### src/rtl/ram_burst_pkg.sv
// ram_burst_pkg: shared state encoding and default widths for the RAM burst controller.
package ram_burst_pkg;
  localparam int ADDR_W_DEF = 4;
  localparam int DATA_W_DEF = 8;
  typedef enum logic [1:0] {IDLE, WRITE, READ} state_t;
endpackage

### src/rtl/ram_rd_skid.sv
// ram_rd_skid: 2-entry FIFO absorbing RAM read data while the consumer stalls.
module ram_rd_skid #(
  parameter int W = 8
) (
  input  logic         clk,
  input  logic         rst,
  input  logic         push,
  input  logic [W-1:0] push_data,
  input  logic         pop,
  output logic [1:0]   count,
  output logic [W-1:0] head
);
  logic [W-1:0] mem [2];
  logic wp, rp;
  assign head = mem[rp];
  always_ff @(posedge clk or posedge rst) begin
    if (rst) begin
      mem[0] <= '0;
      mem[1] <= '0;
      wp <= 1'b0;
      rp <= 1'b0;
      count <= '0;
    end else begin
      if (push) begin
        mem[wp] <= push_data;
        wp <= ~wp;
      end
      if (pop) rp <= ~rp;
      count <= count + 2'(push) - 2'(pop);
    end
  end
endmodule

### src/rtl/ram_burst_ctrl.sv
// ram_burst_ctrl: write/read burst controller in front of a single-port synchronous RAM.
// Define RAM_BURST_CTRL_NOWRAP_EN to truncate bursts at the top address and flag them on err.
module ram_burst_ctrl
  import ram_burst_pkg::*;
#(
  parameter int ADDR_W = ADDR_W_DEF,
  parameter int DATA_W = DATA_W_DEF
) (
  input  logic              clk,
  input  logic              rst,
  input  logic              cmd_valid,
  output logic              cmd_ready,
  input  logic              cmd_rd,
  input  logic [ADDR_W-1:0] cmd_addr,
  input  logic [ADDR_W-1:0] cmd_len,
  input  logic              wr_valid,
  output logic              wr_ready,
  input  logic [DATA_W-1:0] wr_data,
  output logic              rd_valid,
  input  logic              rd_ready,
  output logic [DATA_W-1:0] rd_data,
  output logic              busy,
  output logic              ram_we,
  output logic [ADDR_W-1:0] ram_addr,
  output logic [DATA_W-1:0] ram_din,
  input  logic [DATA_W-1:0] ram_dout
`ifdef RAM_BURST_CTRL_NOWRAP_EN
  ,output logic             err
`endif
);
  state_t state, nxt;
  logic [ADDR_W-1:0] cur_addr, beats;
  logic issued_all, inflight;
  logic [1:0] count;
  logic [DATA_W-1:0] head;
  logic accept, wfire, pop, issue, last, done;

  assign accept = cmd_valid && state == IDLE;
  assign wfire = state == WRITE && wr_valid;
  assign pop = rd_valid && rd_ready;
`ifdef RAM_BURST_CTRL_NOWRAP_EN
  assign last = beats == '0 || &cur_addr;
`else
  assign last = beats == '0;
`endif
  // Occupancy once the in-flight beat lands must leave room for this issue.
  assign issue = state == READ && !issued_all && ({1'b0, count} + 3'(inflight) < 3'd2 + 3'(pop));
  assign done = (wfire && last) || (state == READ && issued_all && !inflight && count == 2'd1 && pop);

  assign cmd_ready = state == IDLE;
  assign busy = state != IDLE;
  assign wr_ready = state == WRITE;
  assign ram_we = wfire;
  assign ram_addr = state == IDLE ? '0 : cur_addr;
  assign ram_din = wfire ? wr_data : '0;
  assign rd_valid = state == READ && count != 2'd0;
  assign rd_data = head;

  always_comb nxt = accept ? (cmd_rd ? READ : WRITE) : done ? IDLE : state;

  always_ff @(posedge clk or posedge rst) begin
    if (rst) state <= IDLE;
    else state <= nxt;
  end

  always_ff @(posedge clk or posedge rst) begin
    if (rst) begin
      cur_addr <= '0;
      beats <= '0;
      issued_all <= 1'b0;
      inflight <= 1'b0;
    end else begin
      inflight <= issue;
      if (accept) begin
        cur_addr <= cmd_addr;
        beats <= cmd_len;
        issued_all <= 1'b0;
      end else if (wfire || issue) begin
        cur_addr <= cur_addr + 1'b1;
        beats <= beats - 1'b1;
        if (issue && last) issued_all <= 1'b1;
      end
    end
  end

`ifdef RAM_BURST_CTRL_NOWRAP_EN
  logic trunc;
  always_ff @(posedge clk or posedge rst) begin
    if (rst) begin
      trunc <= 1'b0;
      err <= 1'b0;
    end else begin
      if (accept) trunc <= ((ADDR_W+1)'(cmd_addr) + (ADDR_W+1)'(cmd_len)) > (ADDR_W+1)'((1 << ADDR_W) - 1);
      err <= done && trunc;
    end
  end
`endif

  ram_rd_skid #(.W(DATA_W)) u_skid (
    .clk(clk),
    .rst(rst),
    .push(inflight),
    .push_data(ram_dout),
    .pop(pop),
    .count(count),
    .head(head)
  );
endmodule

### config.mk
export PLATFORM = sky130hd
export DESIGN_NAME = ram_burst_ctrl
export DESIGN_NICKNAME = d
export VERILOG_FILES = /design/src/rtl/ram_burst_pkg.sv /design/src/rtl/ram_rd_skid.sv /design/src/rtl/ram_burst_ctrl.sv
export SDC_FILE = /design/constraint.sdc
export NUM_CORES = 1
export LEC_CHECK = 0
export CORE_MARGIN = 4
export CORE_UTILIZATION = 45
export DETAILED_ROUTE_END_ITERATION = 16
export PLACE_DENSITY = 0.79
export SLEW_MARGIN = 5
export SYNTH_ARGS = -nofsm -noshare
export SYNTH_HDL_FRONTEND = slang
export SYNTH_SLANG_ARGS = --single-unit
### constraint.sdc
create_clock -name clk -period 3.1 [get_ports clk]
set_input_delay 0.31 -clock clk [delete_from_list [all_inputs] [get_ports clk]]
set_output_delay 0.31 -clock clk [all_outputs]
set_load 0.02 [all_outputs]
==> results by group, run 1 <==
Logic synthesis
  • Syn_area_per_cell: 10.1 um^2
  • Top FF cell, synth: dfrtp_1
  • Number of synthesized flops with an enable pin: 0
  • Post-synth cell types: 34
  • Syn Nets: about 210
  • Seq cells post-synth: 32
  • Fraction of registers with async set/reset: 100%
  • Syn. warnings: 0
  • Cells after synthesis: 170
  • Post-synthesis cell area: 0.00172 mm^2
  • Sequential share of the synthesized area: 46.4%

Worst setup path
  • CP startpoint kind: input pin
  • Kind of cell adding the most delay to the critical path: buffers and inverters
  • Critical Path End Type: primary output
  • Worst path required time: 2790 ps
  • Worst Path Buf+Inv: 2
  • Levels on crit path: 4
  • Slowest Stage Delay on Critical Path: approximately 610 ps
  • Critical path arrival: a little under 2000 ps
  • RR Endpoint: cur_addr[2]$_DFFE_PP0P_
  • Critical-path cell list: clkdlybuf4s50_1, and3b_1, and2_1, clkdlybuf4s50_1
  • Worst-path maximum fanout: 11
  • FF-to-FF path depth: 6
  • Reg2reg setup slack: between 1000 and 1500 ps
  • CP max-delay cell: clkdlybuf4s50_1
  • Crit Reg-Reg Startpoint: inflight$_DFF_PP0_
  • Most frequent CP cell: clkdlybuf4s50_1
  • Setup Crit Path Kind: in2out

Floorplanning
  • Die W: 69.9 um
  • Chip height: between 60 and 70 um
  • Initial Util: between 40% and 50%
  • Die area: ~0.0049 mm^2
  • Cell row count: 22
  • Boundary Pins: between 50 and 60
  • Core area: ~0.0037 mm^2

Cells and area
  • Share of layout cells above drive strength 1: around 15%
  • Nets: 263
  • Area delta synth->final: 38.6%
  • Antenna cells: 0
  • Post-Layout Inst Area: around 0.0024 mm^2

Power and ir drop
  • Leak: approximately 1.1 nW
  • Comb power frac: a little over half
  • Net Sw Frac: about two fifths
  • Clk pwr share: between 10% and 20%
  • Pint: around 1.5 mW
  • PD cells: about 1000 mW/mm^2
  • Sw Pwr: about 930 uW
  • Seq pwr share: between 30% and 40%
  • Peak supply drop: ~0.44 mV

GRT
  • Initial antenna violation count: 0
  • Largest net degree at the start of global routing: 33
  • All-layer global routing usage: approximately 15%
  • Met3 usage: approximately 3.6%
  • Met1 Usage GRT: 20.6%
  • Most Used Layer, Global Route: met2
  • Met2 usage: approximately a quarter
  • Grt ovf: 0
  • First-pass GRT wire length: about 6100 um
  • Vias in the first global route: ~1.3k

Clock tree
  • H-tree depth: 2
  • CTS Hold Buffers Added: 0
  • Max clock buf depth: 2
  • Setup bufs post-CTS: 0
  • Worst-skew pair later-pin latency: between 200 and 300 ps
  • Clk sink count: 32
  • CTS resizes: 0
  • Clk root buf: clkbuf_8
  • CTS tree: yes
  • Worst-path clk slew: ~60 ps
  • Total CTS buffers: 5

Timing
  • Fmax: about 440 MHz
  • Worst slew margin: 60.9%
  • Tmin final: 2250 ps
  • Endpoints failing hold: 0
  • Count of pins over their slew limit: 0
  • Fin Hold WS: around 420 ps
  • Final Skew: 3.23 ps
  • Final TNS setup: 0 ps
  • Final period util: ~73%
  • Actual slew at the worst max-slew pin: 585 ps
  • Final setup fails: 0
  • RSZ-0062 raised after global routing: false

Run status
  • Status: finished, final reports clean

Placement
  • DP HPWL: roughly 2600 um
  • Port Buffers: 54
  • Final Wtd Congestion: slightly below 0.8
  • Post-Place Cell Area: about 0.0023 mm^2

Drt
  • Avg WL per Cell: around 13 um
  • Antenna viol nets, final: 0
  • Drc violations: 0
  • DR iter-0 viols: between 40 and 50
  • Vias per inst: roughly 4.8
  • Final Routed Wirelength: about 3500 um
  • Via count: roughly 1.3k
  • TritonRoute pass-1 iters: 3

Min path
  • Hold crit path type: in2async

Job
  • Maxcap violations: 0
[power groups by stage]
stage	sequential, mW	clock (mW)	combinational (mW)
2_1_floorplan	0.744	0	0.948
3_3_place_gp	0.800	0	1.29
3_5_place_dp	0.806	0	1.31
4_1_cts	0.801	0.331	1.32
5_1_grt	0.838	0.349	1.43
6_report	0.800	0.321	1.30
[stage by stage]
stage / utilization (%) / setup WS, ps / instances / total power [mW]
3_3_place_gp: 62.3 / 885 / 267 / 2.09
5_1_grt: 64.8 / 762 / 275 / 2.62
2_1_floorplan: - / 1390 / 170 / 1.69
4_1_cts: 64.8 / 853 / 275 / 2.45
6_report: 64.8 / 846 / 275 / 2.42
3_5_place_dp: 62.3 / 852 / 267 / 2.12
[per-layer routing]
| layer | vias to the layer above | wire (um) |
|---|---|---|
| li1 | 686 | - |
| met1 | 611 | 1640 |
| met2 | 31 | 1640 |
| met3 | 5 | 158 |
| met4 | 0 | 30 |
| met5 | - | 0 |
[synthesized netlist by cell type (all sizes together), types with 2 or more instances]
cell    number  area, um^2
nor2b        6        37.5
nor2         8        30.0
a21oi       13        83.8
xor2         3        26.3
nor3         2        10.0
buf          4        28.8
ha           7        87.6
and2         8        50.1
xnor2        3        26.3
nand2       30         115
mux2        16         180
dfrtp       32         801
clkbuf       3        11.3
nand2b       4        25.0
inv          7        26.3
nand3        6        30.0
o21ai        7        50.1
[worst max-delay path by stage]
| stage | startpoint | to | slack, ps |
|---|---|---|---|
| 3_3_place_gp | wr_valid | ram_din[4] | 890 |
| 4_1_cts | wr_valid | ram_din[1] | 850 |
| 3_5_place_dp | wr_valid | ram_din[1] | 850 |
| 6_report | wr_valid | ram_din[1] | 850 |
| 5_1_grt | wr_valid | ram_din[1] | 760 |
| 2_1_floorplan | inflight$_DFF_PP0_ | beats[1]$_DFFE_PP0P_ | 1390 |
[flip-flops by register name (all words and copies together) (netlist names)]
signal and count:
u_skid.rp 1, u_skid.wp 1, inflight 1, u_skid.count 2
cur_addr 4, u_skid.mem 16, state 2, beats 4
issued_all 1
[worst reg2reg max path, cell delays in order, from the launching register on]
cell     delay [ps]
dfrtp_1         460
ha_1            240
ha_1            180
or3_4           400
o21ai_4         380
a21oi_1         120
a21oi_1         120
[kinds of logic (layout without fill, tap and decap cells)]
logic type,after synthesis,after routing,synth area share (%)
AND/OR/NAND/NOR,68,68,19.3
flip-flops,32,32,46.4
AO/OA/AOI/OAI,26,26,11.2
multiplexers,17,17,11.0
buffers and inverters,14,71,3.85
adder cells (fa/ha/maj),7,7,5.08
XOR/XNOR,6,6,3.05
[layout by cell type (no fill, tap or decap)]
master | netlist | layout
nand2_2 | 1 | 1
nand2b_1 | 4 | 4
nor2_1 | 8 | 8
and2_1 | 8 | 8
xor2_1 | 3 | 3
a21oi_1 | 8 | 8
nor3_1 | 2 | 2
and3b_1 | 1 | 1
inv_1 | 7 | 7
nor2b_1 | 6 | 6
buf_4 | 0 | 2
o31a_1 | 1 | 1
dfrtp_1 | 32 | 32
a21o_1 | 1 | 1
clkbuf_1 | 3 | 2
clkbuf_8 | 0 | 6
xnor2_1 | 3 | 3
a32o_1 | 1 | 1
a31oi_1 | 1 | 1
a2bb2oi_2 | 1 | 1
mux2_2 | 16 | 16
or3_4 | 1 | 1
o21ai_4 | 1 | 1
nor4b_1 | 1 | 1
mux2i_1 | 1 | 1
o21ai_2 | 1 | 1
clkdlybuf4s50_1 | 0 | 54
nand3_1 | 6 | 6
and3_1 | 1 | 1
o21ai_0 | 5 | 5
ha_1 | 7 | 7
a21oi_2 | 5 | 5
nand2_1 | 29 | 29
o211ai_2 | 1 | 1
[final cells by class]
class,instances,area [um^2]
multi-input combinational,124,857
timing repair buffer,56,556
clock buffer,8,90.1
fill,320,1300
inverter,7,26.3
sequential,32,801
tap,48,60.1
(Power assumes the default switching activity.)
==> inputs of run 2 (changes only) <==
- clock period: 3.1 -> 2.1 ns (I/O delays scaled with it)
==> results by group, run 2 (same netlist as run 1, synthesis figures left out) <==
Run status
  • Status: finished, final reports clean

Clock tree
  • Worst-skew pair later-pin latency: 280 ps (about the same)
  • Max clock buf depth: 2 (unchanged)
  • Worst-path clk slew: 70 ps (about the same)
  • Clk sink count: 32 (unchanged)
  • Clk root buf: clkbuf_8
  • CTS tree: yes
  • Total CTS buffers: 5 (unchanged)
  • CTS Hold Buffers Added: 0 (unchanged)
  • H-tree depth: 2 (unchanged)

Power and ir drop
  • Pwr Total: 3.75 mW (+55%)
  • Peak supply drop: 0.788 mV (+78%)
  • PD cells: 1540 mW/mm^2 (+52%)
  • Leak: 1.09 nW (+2.7%)

Timing
  • Final setup fails: 0 (unchanged)
  • Fin Hold WS: 310 ps (-113 ps)
  • Final TNS setup: 0 ps (unchanged)
  • Tmin final: between 2000 and 2500 ps
  • RSZ-0062 raised after global routing: false
  • Actual slew at the worst max-slew pin: 538 ps (-47.6 ps)
  • Fmax: around 500 MHz
  • Endpoints failing hold: 0 (unchanged)
  • Worst slew margin: 64.1% (+3.2 points)
  • Count of pins over their slew limit: 0 (unchanged)
  • Final period util: a little over nine tenths
  • Final Skew: 3.49 ps (+0.253 ps)

Cells and area
  • Most common cell after layout, fill and taps aside: clkdlybuf4s50_1
  • Post-Layout Inst Area: 0.00244 mm^2 (+2.3%)
  • Max reg flops: 16 (unchanged)
  • Most frequent cells in the layout: clkdlybuf4s50_1, dfrtp_1, nand2_1, mux2_2
  • Antenna cells: 0 (unchanged)
  • Nets: 266 (+1.1%)
  • Share of layout cells above drive strength 1: 17.4% (+2.0 points)
  • Area delta synth->final: 41.7%
  • Most flops, register: u_skid.mem
  • Regs by FF count: u_skid.mem (16), beats (4), cur_addr (4)

Worst setup path
  • Reg2reg setup slack: 260 ps (-880 ps)
  • CP startpoint kind: register
  • Critical Path End Type: primary output
  • Critical path arrival: 1800 ps (-140 ps)
  • Worst path required time: 1890 ps (-900 ps)
  • Setup Crit Path Kind: reg2out
  • Worst-path maximum fanout: 9 (-2)

Drt
  • Vias per inst: 4.73 (-2.4%)
  • DR iter-0 viols: 64 (+42%)
  • TritonRoute pass-1 iters: 4 (+1)
  • Via count: 1315 (-1.4%)
  • Antenna viol nets, final: 0 (unchanged)
  • Avg WL per Cell: 12.7 um (+1.0%)
  • Final Routed Wirelength: 3540 um (+2.1%)
  • Drc violations: 0 (unchanged)

Floorplanning
  • Core area: 0.00369 mm^2 (unchanged)
  • Chip height: 69.9 um (unchanged)
  • Initial Util: 46.7% (unchanged)
  • Cell row count: 22 (unchanged)
  • Die area: 0.00489 mm^2 (unchanged)
  • Die W: 69.9 um (unchanged)
  • Boundary Pins: 55 (unchanged)

Job
  • Maxcap violations: 0 (unchanged)

GRT
  • All-layer global routing usage: 15.5% (+0.41 points)
  • Vias in the first global route: 1334 (+1.4%)
  • Largest net degree at the start of global routing: 33 (unchanged)
  • Initial antenna violation count: 0 (unchanged)
  • Met2 usage: 25.4% (+1.5 points)
  • Met1 Usage GRT: 18.9% (-1.8 points)
  • Met3 usage: 4.75% (+1.2 points)
  • First-pass GRT wire length: 6050 um (unchanged)
  • Grt ovf: 0 (unchanged)
  • Most Used Layer, Global Route: met2

Placement
  • Port Buffers: 54 (unchanged)
  • Post-Place Cell Area: 0.00233 mm^2 (+1.5%)
  • Final Wtd Congestion: 0.751 (-2.5%)
  • DP HPWL: 2700 um (+2.3%)

Min path
  • Hold crit path type: in2async
-- run 2: layer usage --
layer  vias up  wire length, um
met5         -                0
met4         0               50
met3         5              218
met2        36             1650
met1       585             1620
li1        689                -
-- run 2: critical path, cell delays in order, from the launching register on --
cell and delay [ps]:
dfrtp_1 590, mux2_2 390, clkdlybuf4s50_1 540
-- run 2: per-stage QoR --
step,util [%],std cells,setup WS (ps)
floorplan,-,170,391
global placement,63.3,270,91.5
detailed placement,63.3,270,58.0
CTS,66.2,278,78.6
global route,66.2,278,7.09
finish,66.2,278,90.2
-- run 2: worst paths after layout --
check | from | end | cells past startpoint
hold / removal | rst | u_skid.mem[0]$_DFFE_PP0P_ | 3
setup reg to reg | inflight$_DFF_PP0_ | cur_addr[3]$_DFFE_PP0P_ | 7
setup / recovery | u_skid.rp$_DFFE_PP0P_ | rd_data[7] | 2
min in group clk | u_skid.mem[8]$_DFFE_PP0P_ | u_skid.mem[8]$_DFFE_PP0P_ | 2
max in group asynchronous | rst | cur_addr[2]$_DFFE_PP0P_ | 3
hold reg to reg | u_skid.mem[8]$_DFFE_PP0P_ | u_skid.mem[8]$_DFFE_PP0P_ | 2
-- run 2: repair_timing --
action | CTS | global route
endpoints found under the setup margin | 1 | 0
resized for setup | 1 | 0
buffers inserted | 0 | 0
-- run 2: final cells by class --
cell class,count,area (um^2)
Sequential cell,32,801
Clock buffer,6,72.6
Tap cell,48,60.1
Multi-Input combinational cell,124,858
Clock inverter,2,35.0
Timing Repair Buffer,59,591
Inverter,7,26.3
Fill cell,313,1240
-- run 2: where the power goes --
part	leakage (nW)	internal (mW)	switching (mW)
Sequential	0.376	0.930	0.252
Combinational	0.661	1.05	0.939
Clock	0.0552	0.352	0.224
